$ cat config.mk
export PLATFORM = sky130hd
export DESIGN_NAME = vgac
export DESIGN_NICKNAME = d
export VERILOG_FILES = /design/src/rtl/vga_pkg.sv /design/src/rtl/vga_timing.sv /design/src/rtl/vgac.sv
export SDC_FILE = /design/constraint.sdc
export NUM_CORES = 1
export LEC_CHECK = 0
export CORE_ASPECT_RATIO = 0.7
export CORE_MARGIN = 5
export CORE_UTILIZATION = 35
export DETAILED_ROUTE_END_ITERATION = 10
export PLACE_DENSITY_LB_ADDON = 0.3
export RECOVER_POWER = 25
export SYNTH_ARGS = -nofsm -noshare
export SYNTH_HDL_FRONTEND = slang
export SYNTH_SLANG_ARGS = --single-unit
$ cat constraint.sdc
create_clock -name vga_clk -period 3.5 [get_ports vga_clk]
set_input_delay 0.35 -clock vga_clk [delete_from_list [all_inputs] [get_ports vga_clk]]
set_output_delay 0.35 -clock vga_clk [all_outputs]
set_load 0.05 [all_outputs]
$ cat src/rtl/vga_pkg.sv
// Shared 640x480@60 timing constants and BGR pixel layout for all video blocks.
package vga_pkg;

  localparam int H_TOTAL  = 800;
  localparam int H_SYNC   = 96;
  localparam int H_START  = 143;
  localparam int H_ACTIVE = 640;
  localparam int V_TOTAL  = 525;
  localparam int V_SYNC   = 2;
  localparam int V_START  = 35;
  localparam int V_ACTIVE = 480;

  localparam int BLUE_MSB  = 11;
  localparam int GREEN_MSB = 7;
  localparam int RED_MSB   = 3;
  localparam int CH_W      = 4;

  typedef struct packed {
    logic [CH_W-1:0] r;
    logic [CH_W-1:0] g;
    logic [CH_W-1:0] b;
  } rgb_t;

  // Split a frame-buffer word into DAC channels, blanked when not in the active area.
  function automatic rgb_t gate_bgr(input logic en, input logic [11:0] bgr);
    rgb_t c;
    c = '0;
    if (en) begin
      c.r = bgr[RED_MSB   -: CH_W];
      c.g = bgr[GREEN_MSB -: CH_W];
      c.b = bgr[BLUE_MSB  -: CH_W];
    end
    return c;
  endfunction

endpackage

$ cat src/rtl/vga_timing.sv
// Line/frame counters plus registered sync, active-area and address decode.
module vga_timing #(
  parameter int H_TOTAL  = vga_pkg::H_TOTAL,
  parameter int H_SYNC   = vga_pkg::H_SYNC,
  parameter int H_START  = vga_pkg::H_START,
  parameter int H_ACTIVE = vga_pkg::H_ACTIVE,
  parameter int V_TOTAL  = vga_pkg::V_TOTAL,
  parameter int V_SYNC   = vga_pkg::V_SYNC,
  parameter int V_START  = vga_pkg::V_START,
  parameter int V_ACTIVE = vga_pkg::V_ACTIVE
) (
  input  logic       vga_clk,
  input  logic       clrn,
  output logic [9:0] x_addr,
  output logic [8:0] y_addr,
  output logic       read,
  output logic       hs,
  output logic       vs
);

  localparam logic [9:0] H_LAST  = 10'(H_TOTAL - 1);
  localparam logic [9:0] V_LAST  = 10'(V_TOTAL - 1);
  localparam logic [9:0] H_FIRST = 10'(H_START);
  localparam logic [9:0] H_END   = 10'(H_START + H_ACTIVE - 1);
  localparam logic [9:0] V_FIRST = 10'(V_START);
  localparam logic [9:0] V_END   = 10'(V_START + V_ACTIVE - 1);
  localparam logic [9:0] H_SW    = 10'(H_SYNC);
  localparam logic [9:0] V_SW    = 10'(V_SYNC);

  logic [9:0] h_count, v_count;
  logic       h_wrap, h_act, v_act;

  assign h_wrap = (h_count == H_LAST);
  assign h_act  = (h_count >= H_FIRST) && (h_count <= H_END);
  assign v_act  = (v_count >= V_FIRST) && (v_count <= V_END);

  // Outputs decode the pre-edge counters, so they trail the counters by one clock.
  always_ff @(posedge vga_clk) begin
    if (clrn) begin
      h_count <= '0;
      v_count <= '0;
      x_addr  <= '0;
      y_addr  <= '0;
      read    <= 1'b0;
      hs      <= 1'b0;
      vs      <= 1'b0;
    end else begin
      h_count <= h_wrap ? '0 : h_count + 10'd1;
      if (h_wrap)
        v_count <= (v_count == V_LAST) ? '0 : v_count + 10'd1;
      x_addr <= h_count - H_FIRST;
      y_addr <= 9'(v_count - V_FIRST);
      hs     <= (h_count >= H_SW);
      vs     <= (v_count >= V_SW);
      read   <= h_act && v_act;
    end
  end

endmodule

$ cat src/rtl/vgac.sv
// VGA controller: timing generator plus colour gating of frame-buffer pixels onto the DAC.
module vgac
  import vga_pkg::*;
#(
  parameter int H_TOTAL  = vga_pkg::H_TOTAL,
  parameter int H_SYNC   = vga_pkg::H_SYNC,
  parameter int H_START  = vga_pkg::H_START,
  parameter int H_ACTIVE = vga_pkg::H_ACTIVE,
  parameter int V_TOTAL  = vga_pkg::V_TOTAL,
  parameter int V_SYNC   = vga_pkg::V_SYNC,
  parameter int V_START  = vga_pkg::V_START,
  parameter int V_ACTIVE = vga_pkg::V_ACTIVE
) (
  input  logic        vga_clk,
  input  logic        clrn,
  input  logic [11:0] d_in_BGR,
  output logic [8:0]  Y_Addr,
  output logic [9:0]  X_Addr,
  output logic        read,
  output logic [3:0]  r,
  output logic [3:0]  g,
  output logic [3:0]  b,
  output logic        hs,
  output logic        vs
);

  rgb_t pix;

  vga_timing #(
    .H_TOTAL (H_TOTAL),  .H_SYNC (H_SYNC),  .H_START (H_START),  .H_ACTIVE (H_ACTIVE),
    .V_TOTAL (V_TOTAL),  .V_SYNC (V_SYNC),  .V_START (V_START),  .V_ACTIVE (V_ACTIVE)
  ) u_timing (
    .vga_clk (vga_clk),
    .clrn    (clrn),
    .x_addr  (X_Addr),
    .y_addr  (Y_Addr),
    .read    (read),
    .hs      (hs),
    .vs      (vs)
  );

  // Frame buffer answers within the cycle, so the DAC path is purely combinational.
  always_comb begin
    pix = gate_bgr(read, d_in_BGR);
    r   = pix.r;
    g   = pix.g;
    b   = pix.b;
  end

endmodule

==> impl_metrics.ini, run 1 <==
[sta]
max_freq_mhz = 471
fin_setup_tns_ps = 0
grt_setup_unrepaired = false
slew_headroom_pct = 36.2
setup_slack_ps = 1380
setup_viol = 0
finalHoldViolCount = 0
worst_pin_slew_ps = 954
period_share_pct = 60.6
slew_viol_final = 0
min_period_ps = 2120
skew_ps = 2.48

[place]
place.gp.congestion = 0.849
portBuffers = 47
place_ws_ps = 1370
dp_hpwl_um = 3070
dp_cells = 321

[route]
postRouteAntennaNets = 0
wire_per_inst_um = 12.8
drt-total-wl_um = 4200
drtIter0Drc = 92
dr.pass1.iters = 4
vias = 1622
via_per_inst = 4.95
drc = 0

[clock_tree]
clkSinkCount = 42
cts_root_buf = clkbuf_8
cts.reportedPaths.clkPinSlew_ps = 70
hold_buffers = 0
insertion_delay_ps = 290
htreeDepth = 2
cts_max_path_buffers = 2
cts_buffers = 5
cts_tree = done
cts_setup_buffers = 0
cts_resized = 0

[setup_path]
r2r_end = u_timing.v_count[9]
start_kind = flop
crit_required_ps = 3670
path_class = reg -> reg
worstSetupEndpointType = flop
worstPathArrival_ps = 2290
r2r_slack_ps = 1380
cp_max_fo = 12
reg2reg_from = u_timing.h_count[4]
rr_worst_depth = 4

[power_and_ir_drop]
p_leak_nw = 0.935
power.density_nw_per_um2 = 352
max-vdd-ir-drop_mv = 0.201

[synth]
yosysSeqAreaShare_pct = 43.4
synth.top_cells.by_area = dfxtp_1 43%, xnor2_1 5.4%, and2_1 4.5%, nor2_1 4.5%, a21oi_1 3.4%
synth_commonest_cells = 42 x dfxtp_1, 23 x nor2_1, 14 x and2_1, 13 x a21oi_1, 13 x nand2_1
ys_ff_latch = 42
postSynthCellCount = 218
synth_top_area_cell = dfxtp_1
synthArstFlopShare_pct = 0
yosysTopAreaCellShare_pct = 43.4
yosys_warnings = 0
synth_most_common_cell = dfxtp_1
synth-edff-count = 0
synthFlopType = dfxtp_1
synth.distinct_cells = 43
synth_area_sq_um = 1940
avgSynthCellArea_sq_um = 8.88
synth_fp_nets = 237

[worst_hold_path]
holdCritPathClass = reg -> reg
hold-path-endpoint = u_timing.x_addr[0]
hold_depth = 1
hp-start = u_timing.h_count[0]

[global_route]
grt.overflow.total = 0
grt_pass1_vias = 1495
grt_pass1_wl_um = 6990
grt_use_total_pct = 12.0
grt_max_degree = 28
antenna_found_initial = 0

[run_status]
status = complete, no violations

[finish]
fin_nets = 275
finalNonFillerCells = 328
syn2layout_area_growth_pct = 28.4
post-route-util_pct = 46.8
antenna_cells = 0
n_fill_cell = 518
drive_gt1_share_pct = 4.69

[die]
fp.dieArea_sq_um = 7150
die_h_um = 72.2
die_w_um = 98.9
ios = 48
start_util_pct = 36.5
num_rows = 22
coreArea_sq_um = 5310

[job]
cap_violations = 0
layer usage:
| layer | global-route usage, % | vias to the layer above | routed length [um] |
|---|---|---|---|
| met2 | 16.5 | 52 | 1600 |
| met3 | 4.71 | 5 | 425 |
| met5 | 0 | - | 0 |
| met4 | 4.39 | 0 | 38 |
| met1 | 16.7 | 738 | 2130 |
| li1 | - | 827 | - |
worst max-delay path, stage by stage (launching register included):
cell and delay, ps:
dfxtp_1 510, or4b_4 530, nor3_2 570, a21o_2 310
a21oi_1 70
flip-flops by register name, indices dropped and copies added (netlist names):
| register | count |
|---|---|
| u_timing.hs | 1 |
| u_timing.x_addr | 10 |
| u_timing.h_count | 10 |
| u_timing.read | 1 |
| u_timing.y_addr | 9 |
| u_timing.v_count | 10 |
| u_timing.vs | 1 |
layout make-up:
| class | count | area (sq um) | area share (%) |
|---|---|---|---|
| multi-input combinational | 154 | 986 | 39.7 |
| clock buffer | 7 | 76.3 | 3.07 |
| sequential | 42 | 841 | 33.8 |
| timing repair buffer | 48 | 474 | 19.1 |
| inverter | 5 | 18.8 | 0.755 |
| tap | 72 | 90.1 | 3.62 |
worst max-delay path by stage:
stage | startpoint | end | slack [ps] | depth (start not counted)
final | u_timing.h_count[4] | u_timing.v_count[9] | 1380 | 4
after global routing | u_timing.h_count[4] | u_timing.v_count[9] | 1200 | 4
after CTS | u_timing.read | g[1] | 1340 | 2
after detailed placement | u_timing.h_count[4] | u_timing.v_count[9] | 1370 | 4
after global placement | u_timing.h_count[4] | u_timing.v_count[9] | 1420 | 4
after floorplan | u_timing.h_count[0] | u_timing.v_count[9] | 1780 | 6
report_power, final:
group	switching [W]	internal (W)
Sequential	0.00000644	0.000491
Combinational	0.0000551	0.0000361
Clock	0.000149	0.000137
Total	0.000210	0.000664
stage by stage:
step           hold slack (ps)  total power [W]  cell area (sq um)
2_1_floorplan              449         0.000562               1940
3_3_place_gp               486         0.000601               2420
3_5_place_dp               481         0.000602               2420
4_1_cts                    504         0.000892               2490
5_1_grt                    545         0.000912               2490
6_report                   503         0.000875               2490
cell usage in the layout (no fill, tap or decap), types with 5 or more instances in the layout:
cell | synthesis | final
nor3_1 | 9 | 9
nor2_1 | 23 | 23
nand2_1 | 13 | 13
nand3_1 | 9 | 9
xnor2_1 | 12 | 12
clkdlybuf4s50_1 | 0 | 45
dfxtp_1 | 42 | 42
a21oi_1 | 13 | 13
and2_1 | 14 | 14
o31ai_1 | 6 | 6
clkbuf_8 | 0 | 5
ha_1 | 5 | 5
inv_1 | 5 | 5
logic make-up after synthesis:
group / after synthesis / share of synthesized area, %
compound gates: 35 / 11.8
xor+xnor: 16 / 7.23
flops: 42 / 43.4
fa+ha+maj: 5 / 3.23
mux: 1 / 0.517
buf+inv: 22 / 5.49
simple gates: 97 / 28.3
No activity file was read; power rests on OpenSTA's default activity.
==> inputs of run 2 (changes only) <==
==> constraint.sdc (replaced) <==
create_clock -name vga_clk -period 2.2 [get_ports vga_clk]
set_input_delay 0.22 -clock vga_clk [delete_from_list [all_inputs] [get_ports vga_clk]]
set_output_delay 0.22 -clock vga_clk [all_outputs]
set_load 0.05 [all_outputs]
==> impl_metrics.ini, run 2 (synthesis results as in run 1) <==
[run_status]
status = complete, no violations

[finish]
final_common_cell = clkdlybuf4s50_1
reg_top3 = u_timing.h_count: 10 flops, u_timing.v_count: 10 flops, u_timing.x_addr: 10 flops
syn2layout_area_growth_pct = 31.5
fin_nets = 280
n_fill_cell = 513
drive_gt1_share_pct = 6.13
antenna_cells = 0
layout_common_cells = 46 x clkdlybuf4s50_1, 42 x dfxtp_1, 23 x nor2_1
finalNonFillerCells = 333

[sta]
grt_setup_unrepaired = false
skew_ps = 3.51
setup_viol = 0
fin_setup_tns_ps = 0
max_freq_mhz = 509
worst_pin_slew_ps = 508
min_period_ps = 1970
slew_viol_final = 0
finalHoldViolCount = 0
slew_headroom_pct = 66.0
period_share_pct = 89.3

[setup_path]
path_class = reg -> out
start_kind = flop
cpLargestDelayFamily = buffers and inverters
worstPathArrival_ps = 1750
worstSetupEndpointType = primary output
crit_buf_inv = 1
slowest_stage = clkdlybuf4s50_1
max_stage_delay_ps = 800
cp_max_fo = 13
crit_path_cell_trace = and2_1 -> clkdlybuf4s50_1
crit_required_ps = 1980

[die]
die_h_um = 72.2
die_w_um = 98.9
ios = 48
start_util_pct = 36.5
fp.dieArea_sq_um = 7150
coreArea_sq_um = 5310
num_rows = 22

[power_and_ir_drop]
max-vdd-ir-drop_mv = 0.386
p_leak_nw = 0.964
power.density_nw_per_um2 = 606
power_w = 0.00154

[clock_tree]
cts_max_path_buffers = 2
cts.reportedPaths.clkPinSlew_ps = 80
cts_buffers = 5
cts_tree = done
cts_setup_buffers = 0
hold_buffers = 0
insertion_delay_ps = 290
cts_root_buf = clkbuf_8
cts_resized = 0
clkSinkCount = 42
htreeDepth = 2

[route]
drc = 0
vias = 1646
postRouteAntennaNets = 0
dr.pass1.iters = 4
drt-total-wl_um = 4120
wire_per_inst_um = 12.4
drtIter0Drc = 88
via_per_inst = 4.94

[place]
dp_hpwl_um = 3140
portBuffers = 47
place.gp.congestion = 0.817
dp_cells = 326

[global_route]
grt_pass1_vias = 1529
grt_max_degree = 15
grt_pass1_wl_um = 7000
grt.overflow.total = 0
antenna_found_initial = 0
grt_use_total_pct = 11.9

[job]
cap_violations = 0

[worst_hold_path]
holdCritPathClass = reg -> reg
-- run 2: through the flow --
stage                     hold WS, ps  worst slack, ps  util (%)  instance area, sq um
after floorplan                   449              480         -                  1940
after global placement            490              386      46.2                  2450
after detailed placement          490              373      46.2                  2450
after CTS                         509              192      48.3                  2570
after global routing              553              110      48.0                  2550
final                             503              234      48.0                  2550
-- run 2: cell type report --
class	instances	area [sq um]	area share [%]
clock inverter	1	30.0	1.18
clock buffer	6	82.6	3.24
tap	72	90.1	3.54
multi-input combinational	154	985	38.7
sequential	42	841	33.0
inverter	5	18.8	0.737
timing repair buffer	53	500	19.6
-- run 2: final timing paths --
kind,startpoint,to,slack [ps],depth (start not counted)
worst max register to register,u_timing.h_count[4],u_timing.v_count[2],260,5
worst min register to register,u_timing.h_count[0],u_timing.x_addr[0],500,1
worst max-delay path,u_timing.read,b[1],230,2
worst min-delay path,u_timing.h_count[0],u_timing.x_addr[0],500,1
-- run 2: per-layer routing --
layer / track usage [%] / up-vias / wire [um]
met4: 3.64 / 0 / 50
met3: 5.00 / 8 / 532
met5: 0 / - / 0
met1: 16.7 / 727 / 2030
met2: 16.4 / 72 / 1510
li1: - / 839 / -
-- run 2: report_power, final --
part	leakage [nW]	internal, W	total (W)	switching (W)
sequential	0.344	0.000781	0.000791	0.00000990
clock	0.0573	0.000363	0.000608	0.000245
combinational	0.562	0.0000578	0.000146	0.0000881
total	0.964	0.00120	0.00154	0.000343
